--- config.mk ---
export PLATFORM = sky130hd
export DESIGN_NAME = stopwatch_core_flat
export DESIGN_NICKNAME = d
export VERILOG_FILES = /design/src/rtl/stopwatch_core_if.sv /design/src/rtl/stopwatch_core.sv /design/src/flat_wrapper.sv
export SDC_FILE = /design/constraint.sdc
export NUM_CORES = 1
export LEC_CHECK = 0
export ABC_AREA = 1
export ABC_CLOCK_PERIOD_IN_PS = 3700
export BUFFER_PORTS_ARGS = -buffer_cell sky130_fd_sc_hd__buf_2
export CAP_MARGIN = 15
export CORE_MARGIN = 2
export CORE_UTILIZATION = 60
export DETAILED_ROUTE_END_ITERATION = 8
export PLACE_DENSITY_LB_ADDON = 0.1
export SETUP_SLACK_MARGIN = 0.3
export SYNTH_ARGS = -nofsm -noshare
export SYNTH_HDL_FRONTEND = slang
export SYNTH_SLANG_ARGS = --single-unit
export TNS_END_PERCENT = 50
--- constraint.sdc ---
create_clock -name clk -period 3.7 [get_ports clk]
set_clock_uncertainty 0.2 [all_clocks]
set_input_delay 0 -clock clk [delete_from_list [all_inputs] [get_ports clk]]
set_output_delay 0 -clock clk [all_outputs]
set_load 0.005 [all_outputs]
--- src/rtl/stopwatch_core_if.sv ---
// stopwatch_core_if: control and display bundle of the MM:SS stopwatch core.
// The controller side (master) issues pulses and the preset value; the core
// side (slave) returns the live count, the display value and status flags.
interface stopwatch_core_if;
   logic        start_stop;
   logic        clear;
   logic        load;
   logic [15:0] load_val;
   logic        down;
   logic        lap;
   logic [15:0] bcd;
   logic [15:0] disp;
   logic        running;
   logic        expired;
   logic        wrap;
   logic        lap_active;

   modport master (
      output start_stop, clear, load, load_val, down, lap,
      input  bcd, disp, running, expired, wrap, lap_active
   );

   modport slave (
      input  start_stop, clear, load, load_val, down, lap,
      output bcd, disp, running, expired, wrap, lap_active
   );
endinterface

--- src/rtl/stopwatch_core.sv ---
// stopwatch_core: synchronous BCD MM:SS stopwatch / count-down timer.
// A prescaler turns TICK_DIV clock cycles into one count step. The count is
// held as four BCD digits {min_tens, min_units, sec_tens, sec_units}.
// Optional feature macro: STOPWATCH_LAP_EN adds the lap-freeze register;
// without it the lap input is ignored and disp simply mirrors bcd.
module stopwatch_core #(
   parameter int TICK_DIV     = 100_000_000,
   parameter int MIN_TENS_MAX = 5
) (
   input logic             clk,
   input logic             r,
   stopwatch_core_if.slave sw
);

   localparam int             PW       = $clog2(TICK_DIV);
   localparam logic [PW-1:0]  PRE_LAST = PW'(TICK_DIV - 1);

   typedef enum logic [1:0] {
      S_IDLE,
      S_RUN,
      S_PAUSE,
      S_EXPIRED
   } state_t;

   state_t         state_reg;
   logic [15:0]    bcd_reg;
   logic [PW-1:0]  pre_reg;
   logic           down_reg;
   logic           running_reg;
   logic           expired_reg;
   logic           wrap_reg;

   // Per-digit next values: saturated preset, incremented and decremented count.
   logic [15:0]    sat_val;
   logic [15:0]    inc_val;
   logic [15:0]    dec_val;
   logic [4:0]     carry;
   logic [4:0]     borrow;

   assign carry[0]  = 1'b1;
   assign borrow[0] = 1'b1;

   genvar gi;
   generate
      for (gi = 0; gi < 4; gi++) begin : g_digit
         // Digit 1 is sec_tens (0..5), digit 3 is min_tens, the units are 0..9.
         localparam logic [3:0] MAXV = (gi == 1) ? 4'd5 :
                                       (gi == 3) ? 4'(MIN_TENS_MAX) : 4'd9;
         logic [3:0] cur;
         logic [3:0] raw;

         assign cur = bcd_reg[gi*4 +: 4];
         assign raw = sw.load_val[gi*4 +: 4];

         assign sat_val[gi*4 +: 4] = (raw > MAXV) ? MAXV : raw;

         assign inc_val[gi*4 +: 4] = !carry[gi]    ? cur   :
                                     (cur == MAXV) ? 4'd0  : cur + 4'd1;
         assign carry[gi+1]        = carry[gi] & (cur == MAXV);

         assign dec_val[gi*4 +: 4] = !borrow[gi]   ? cur   :
                                     (cur == 4'd0) ? MAXV  : cur - 4'd1;
         assign borrow[gi+1]       = borrow[gi] & (cur == 4'd0);
      end
   endgenerate

`ifdef STOPWATCH_LAP_EN
   logic           lap_active_reg;
   logic [15:0]    lap_val_reg;
`endif

   // Control FSM, prescaler, count and lap register advance together.
   always_ff @(posedge clk or negedge r) begin
      if (!r) begin
         state_reg      <= S_IDLE;
         bcd_reg        <= '0;
         pre_reg        <= '0;
         down_reg       <= 1'b0;
         running_reg    <= 1'b0;
         expired_reg    <= 1'b0;
         wrap_reg       <= 1'b0;
`ifdef STOPWATCH_LAP_EN
         lap_active_reg <= 1'b0;
         lap_val_reg    <= '0;
`endif
      end else begin
         wrap_reg <= 1'b0;
         if (sw.clear) begin
            state_reg      <= S_IDLE;
            bcd_reg        <= '0;
            pre_reg        <= '0;
            running_reg    <= 1'b0;
            expired_reg    <= 1'b0;
`ifdef STOPWATCH_LAP_EN
            lap_active_reg <= 1'b0;
`endif
         end else if (sw.load && (state_reg != S_RUN)) begin
            // A load while running is dropped and lower commands still apply.
            state_reg   <= S_IDLE;
            bcd_reg     <= sat_val;
            pre_reg     <= '0;
            running_reg <= 1'b0;
            expired_reg <= 1'b0;
         end else if (sw.start_stop && (state_reg != S_EXPIRED)) begin
            if (state_reg == S_RUN) begin
               state_reg   <= S_PAUSE;
               running_reg <= 1'b0;
            end else if (!(sw.down && (bcd_reg == 16'h0000))) begin
               // Direction is latched here and ignored until the next start.
               state_reg   <= S_RUN;
               running_reg <= 1'b1;
               down_reg    <= sw.down;
            end
         end else begin
`ifdef STOPWATCH_LAP_EN
            // Capture uses the pre-step count even when a step lands this edge.
            if (sw.lap && ((state_reg == S_RUN) || (state_reg == S_PAUSE))) begin
               if (!lap_active_reg) begin
                  lap_active_reg <= 1'b1;
                  lap_val_reg    <= bcd_reg;
               end else begin
                  lap_active_reg <= 1'b0;
               end
            end
`endif
            if (state_reg == S_RUN) begin
               if (pre_reg == PRE_LAST) begin
                  pre_reg <= '0;
                  if (down_reg) begin
                     bcd_reg <= dec_val;
                     if (dec_val == 16'h0000) begin
                        state_reg   <= S_EXPIRED;
                        running_reg <= 1'b0;
                        expired_reg <= 1'b1;
                     end
                  end else begin
                     bcd_reg <= inc_val;
                     // Carry out of min_tens means MAX:59 rolled to 00:00.
                     if (carry[4]) begin
                        wrap_reg <= 1'b1;
                     end
                  end
               end else begin
                  pre_reg <= pre_reg + PW'(1);
               end
            end
         end
      end
   end

   assign sw.bcd     = bcd_reg;
   assign sw.running = running_reg;
   assign sw.expired = expired_reg;
   assign sw.wrap    = wrap_reg;

`ifdef STOPWATCH_LAP_EN
   assign sw.disp       = lap_active_reg ? lap_val_reg : bcd_reg;
   assign sw.lap_active = lap_active_reg;

   logic unused_ok;
   assign unused_ok = &{1'b0, borrow[4]};
`else
   assign sw.disp       = bcd_reg;
   assign sw.lap_active = 1'b0;

   logic unused_ok;
   assign unused_ok = &{1'b0, borrow[4], sw.lap};
`endif

endmodule

--- src/flat_wrapper.sv ---
// flat-port wrapper written by rule: the top's interface ports become plain ports
module stopwatch_core_flat 
#(
   parameter int TICK_DIV     = 100_000_000,
   parameter int MIN_TENS_MAX = 5
)
  (clk, r, sw_start_stop, sw_clear, sw_load, sw_load_val, sw_down, sw_lap, sw_bcd, sw_disp, sw_running, sw_expired, sw_wrap, sw_lap_active);
  stopwatch_core_if sw_i ();
  input logic clk;
  input logic r;
  input wire logic [$bits(sw_i.start_stop)-1:0] sw_start_stop;
  input wire logic [$bits(sw_i.clear)-1:0] sw_clear;
  input wire logic [$bits(sw_i.load)-1:0] sw_load;
  input wire logic [$bits(sw_i.load_val)-1:0] sw_load_val;
  input wire logic [$bits(sw_i.down)-1:0] sw_down;
  input wire logic [$bits(sw_i.lap)-1:0] sw_lap;
  output wire logic [$bits(sw_i.bcd)-1:0] sw_bcd;
  output wire logic [$bits(sw_i.disp)-1:0] sw_disp;
  output wire logic [$bits(sw_i.running)-1:0] sw_running;
  output wire logic [$bits(sw_i.expired)-1:0] sw_expired;
  output wire logic [$bits(sw_i.wrap)-1:0] sw_wrap;
  output wire logic [$bits(sw_i.lap_active)-1:0] sw_lap_active;
  assign sw_i.start_stop = sw_start_stop;
  assign sw_i.clear = sw_clear;
  assign sw_i.load = sw_load;
  assign sw_i.load_val = sw_load_val;
  assign sw_i.down = sw_down;
  assign sw_i.lap = sw_lap;
  assign sw_bcd = sw_i.bcd;
  assign sw_disp = sw_i.disp;
  assign sw_running = sw_i.running;
  assign sw_expired = sw_i.expired;
  assign sw_wrap = sw_i.wrap;
  assign sw_lap_active = sw_i.lap_active;
  stopwatch_core #(.TICK_DIV(TICK_DIV), .MIN_TENS_MAX(MIN_TENS_MAX)) u_core (.clk(clk), .r(r), .sw(sw_i));
endmodule
==> impl_metrics.csv <==
group,metric,value,unit
run_status,status,"finished, violations left",
run_status,violations,"hold timing",
yosys,postSynthAreaPerCell,7.142,µm²
critical_path,worstSetupPathType,"flip-flop to flip-flop",
drt,ant_nets,0,
critical_path,crit_arrival,2.95,ns
cells_and_area,antenna_cells_inserted,0,
drt,wl_per_cell,14.61,µm
critical_path,critical_path.top_delay_family,"simple AND/OR/NAND/NOR gates",
global_routing,grt_util_met3,3.754,%
placement,dpl.hpwl,7205,µm
yosys,synth_edf_count,0,
clock_tree,post_cts_buffers,0,
critical_path,critical_path_required,3.69,ns
clock_tree,clk_pin_slew,0.10,ns
yosys,netlist.area_leader.share,30.39,%
power_and_ir_drop,p_clk_share,12.9,%
power_and_ir_drop,switching_share,49.97,%
global_routing,grt_max_degree,50,
clock_tree,cts_max_level,2,
critical_path,critPathMaxFanout,9,
floorplan,num_rows,29,
critical_path,path_buf_inv,2,
cells_and_area,post-route-util,71.23,%
placement,port_buffers,56,
critical_path,critPathLaunchType,"flip-flop",
hold_path,hold_path_class,"input port to async pin",
floorplan,core,0.006422,mm²
cells_and_area,nFillCells,518,
clock_tree,cts-buffers-inserted,5,
power_and_ir_drop,pwr-share-seq,30.0,%
yosys,ys_seq_area_share,30.39,%
timing,min_period_over_period,80.18,%
floorplan,fp.dieH,86.01,µm
yosys,ys_warn_count,0,
yosys,synth_flop_cell,"dfrtp_1",
floorplan,ioPinCount,59,
global_routing,grt_util_met2,50.04,%
power_and_ir_drop,internal-power,1366,µW
cells_and_area,area.growth.synth_to_final,13.36,%
yosys,syn_area,0.004035,mm²
clock_tree,cts_tree,"done",
drt,drt_pass1_iterations,5,
yosys,syn_inst,565,
clock_tree,cts.path.max_buffers,2,
critical_path,cp_cell_sequence,"inv_1 > ha_1 > nand3_4 > nor2_4 > nand3_1 > nand4_1 > mux2_2 > dlygate4sd3_1",
clock_tree,clk_latency,0.31,ns
clock_tree,cts_sinks,49,
clock_tree,cts-root-buf,"clkbuf_8",
cells_and_area,drive_gt1_share,18.72,%
timing,rsz0062_at_grt,"false",
cells_and_area,fin_nets,661,
clock_tree,cts_resized,0,
yosys,synth_top_area_cell,"dfrtp_1",
yosys,yosysMostFrequentCell,"nand2_1",
drt,dr_total_vias,4062,
global_routing,first_global_vias,3855,
critical_path,slowest_stage,"dlygate4sd3_1",
yosys,synth_common_cells,"117 x nand2_1, 59 x inv_1, 50 x nor2_1, 49 x dfrtp_1, 47 x nand3_1",
global_routing,track_usage,28.17,%
global_routing,busiest_layer,"met2",
yosys,yosysUniqueCellTypes,47,
critical_path,worstSetupEndpointType,"flip-flop",
timing,clock.fmax,337.1,MHz
cells_and_area,largest_reg_flops,27,
yosys,synth_nets,602,
floorplan,fp.dieW,86.01,µm
critical_path,critPathMaxStageDelay,0.55,ns
global_routing,gr-usage-met1,34.79,%
power_and_ir_drop,p_leak,0.002183,µW
global_routing,grt-ovfl-total,0,
yosys,synthTopCellsByArea,"dfrtp_1 30%, nand2_1 11%, nand3_1 5.8%",
drt,drcViolationCount,0,
timing,final_hold_viol_count,20,
drt,routed_wl,10260,µm
yosys,synth_seq_cells,49,
timing,worst_pin_slew,0.7036,ns
timing,setup_tns,0,ns
power_and_ir_drop,pwr-share-comb,57.1,%
timing,min_period,2.967,ns
flow_run,drv_cap,0,
drt,vias_per_cell,5.786,
power_and_ir_drop,vdd_drop_max,235.3,µV
timing,setup-violations-final,0,
cells_and_area,ff_latch_area,0.001226,mm²
floorplan,dieArea,0.007397,mm²
drt,first_iter_violations,270,
power_and_ir_drop,powerDensity,596.9,mW/mm²
global_routing,antenna_found_initial,0,
timing,max_slew_margin,53.04,%
yosys,ys_async_sr_fraction,100.0,%
timing,slew_viol_final,0,
power_and_ir_drop,p_switching,1364,µW
placement,gp_congestion,0.9614,
global_routing,grt_first_pass_wirelength,17130,µm
floorplan,initial_core_util,62.83,%
cells_and_area,multiInputGateArea,0.002346,mm²
timing,fin_hold_ws,-0.02684,ns
per-layer routing:
| metal | wire (µm) | part of all wire, % |
|---|---|---|
| met5 | 0 | 0 |
| met4 | 233 | 2.3 |
| met3 | 551 | 5.4 |
| met2 | 5099 | 50 |
| met1 | 4373 | 43 |
placed cells by master, fill, tap and decap left out, drive strengths merged, types with 2 or more instances in the layout:
cell / netlist / final
nand3: 51 / 51
a31oi: 8 / 8
and3: 2 / 2
a211oi: 2 / 2
o31ai: 3 / 3
o21ai: 41 / 41
xor2: 14 / 14
nor3: 16 / 16
dfrtp: 49 / 49
o211ai: 3 / 3
nand4: 16 / 16
a21oi: 31 / 31
dlygate4sd3: 0 / 25
clkbuf: 7 / 7
buf: 23 / 57
inv: 67 / 67
o21bai: 2 / 2
xnor2: 5 / 5
nor2: 66 / 66
ha: 14 / 14
a22oi: 2 / 2
nand2: 130 / 130
a2111oi: 2 / 2
nor4: 5 / 5
metrics by stage:
step                setup WS, ns  hold slack (ns)  total power, µW  cell area (µm²)  std cells
floorplan                  1.537          -0.4956             2005             4035        565
global placement           1.038          0.05931             2280             4203        668
detailed placement        0.9538          0.06705             2314             4203        668
CTS                       0.7941          0.01159             2703             4554        701
global route              0.6500          0.04846             2942             4574        702
finish                    0.7333         -0.02684             2730             4574        702
worst paths after layout:
path,startpoint,end,slack (ns),depth (start not counted)
setup / recovery,u_core.sw.bcd[0]$_DFFE_PN0P_,u_core.down_reg$_DFFE_PN0P_,0.73,8
hold / removal,r,u_core.pre_reg[21]$_DFFE_PN0P_,-0.03,2
setup reg to reg,u_core.sw.bcd[0]$_DFFE_PN0P_,u_core.down_reg$_DFFE_PN0P_,0.73,8
hold reg to reg,u_core.sw.running$_DFFE_PN0P_,u_core.sw.running$_DFFE_PN0P_,0.29,2
max in group asynchronous,r,u_core.sw.bcd[11]$_DFFE_PN0P_,2.80,3
min in group clk,sw_load_val[6],u_core.sw.bcd[5]$_DFFE_PN0P_,0.01,6
cell type report:
| type | instances | area share [%] |
|---|---|---|
| Inverter | 67 | 5.553 |
| Multi-Input combinational cell | 419 | 51.29 |
| Clock buffer | 7 | 2.106 |
| Sequential cell | 49 | 26.81 |
| Tap cell | 77 | 2.106 |
| Clock inverter | 1 | 0.1094 |
| Timing Repair Buffer | 82 | 12.04 |
kinds of logic (layout without fill, tap and decap cells):
logic type	Yosys count	after routing	synth area share, %
multiplexers	1	1	0.2790
adder cells (fa/ha/maj)	14	14	4.341
other	1	1	0.09293
flip-flops	49	49	30.39
buffers and inverters	97	157	11.47
XOR/XNOR	19	19	4.124
AO/OA/AOI/OAI	96	96	13.92
AND/OR/NAND/NOR	288	288	35.38
power by group through the flow:
stage | clock network, µW | registers (µW) | logic, µW
after floorplan | 0 | 758 | 1250
after global placement | 0 | 816 | 1460
after detailed placement | 0 | 824 | 1490
after CTS | 355 | 812 | 1540
after global routing | 373 | 836 | 1730
final | 353 | 819 | 1560
repair_timing:
action	CTS	global route
endpoints found under the hold margin	68	0
hold buffers	25	0
setup endpoints to repair	0	0
Note: power is estimated with default switching activity, not from simulation.
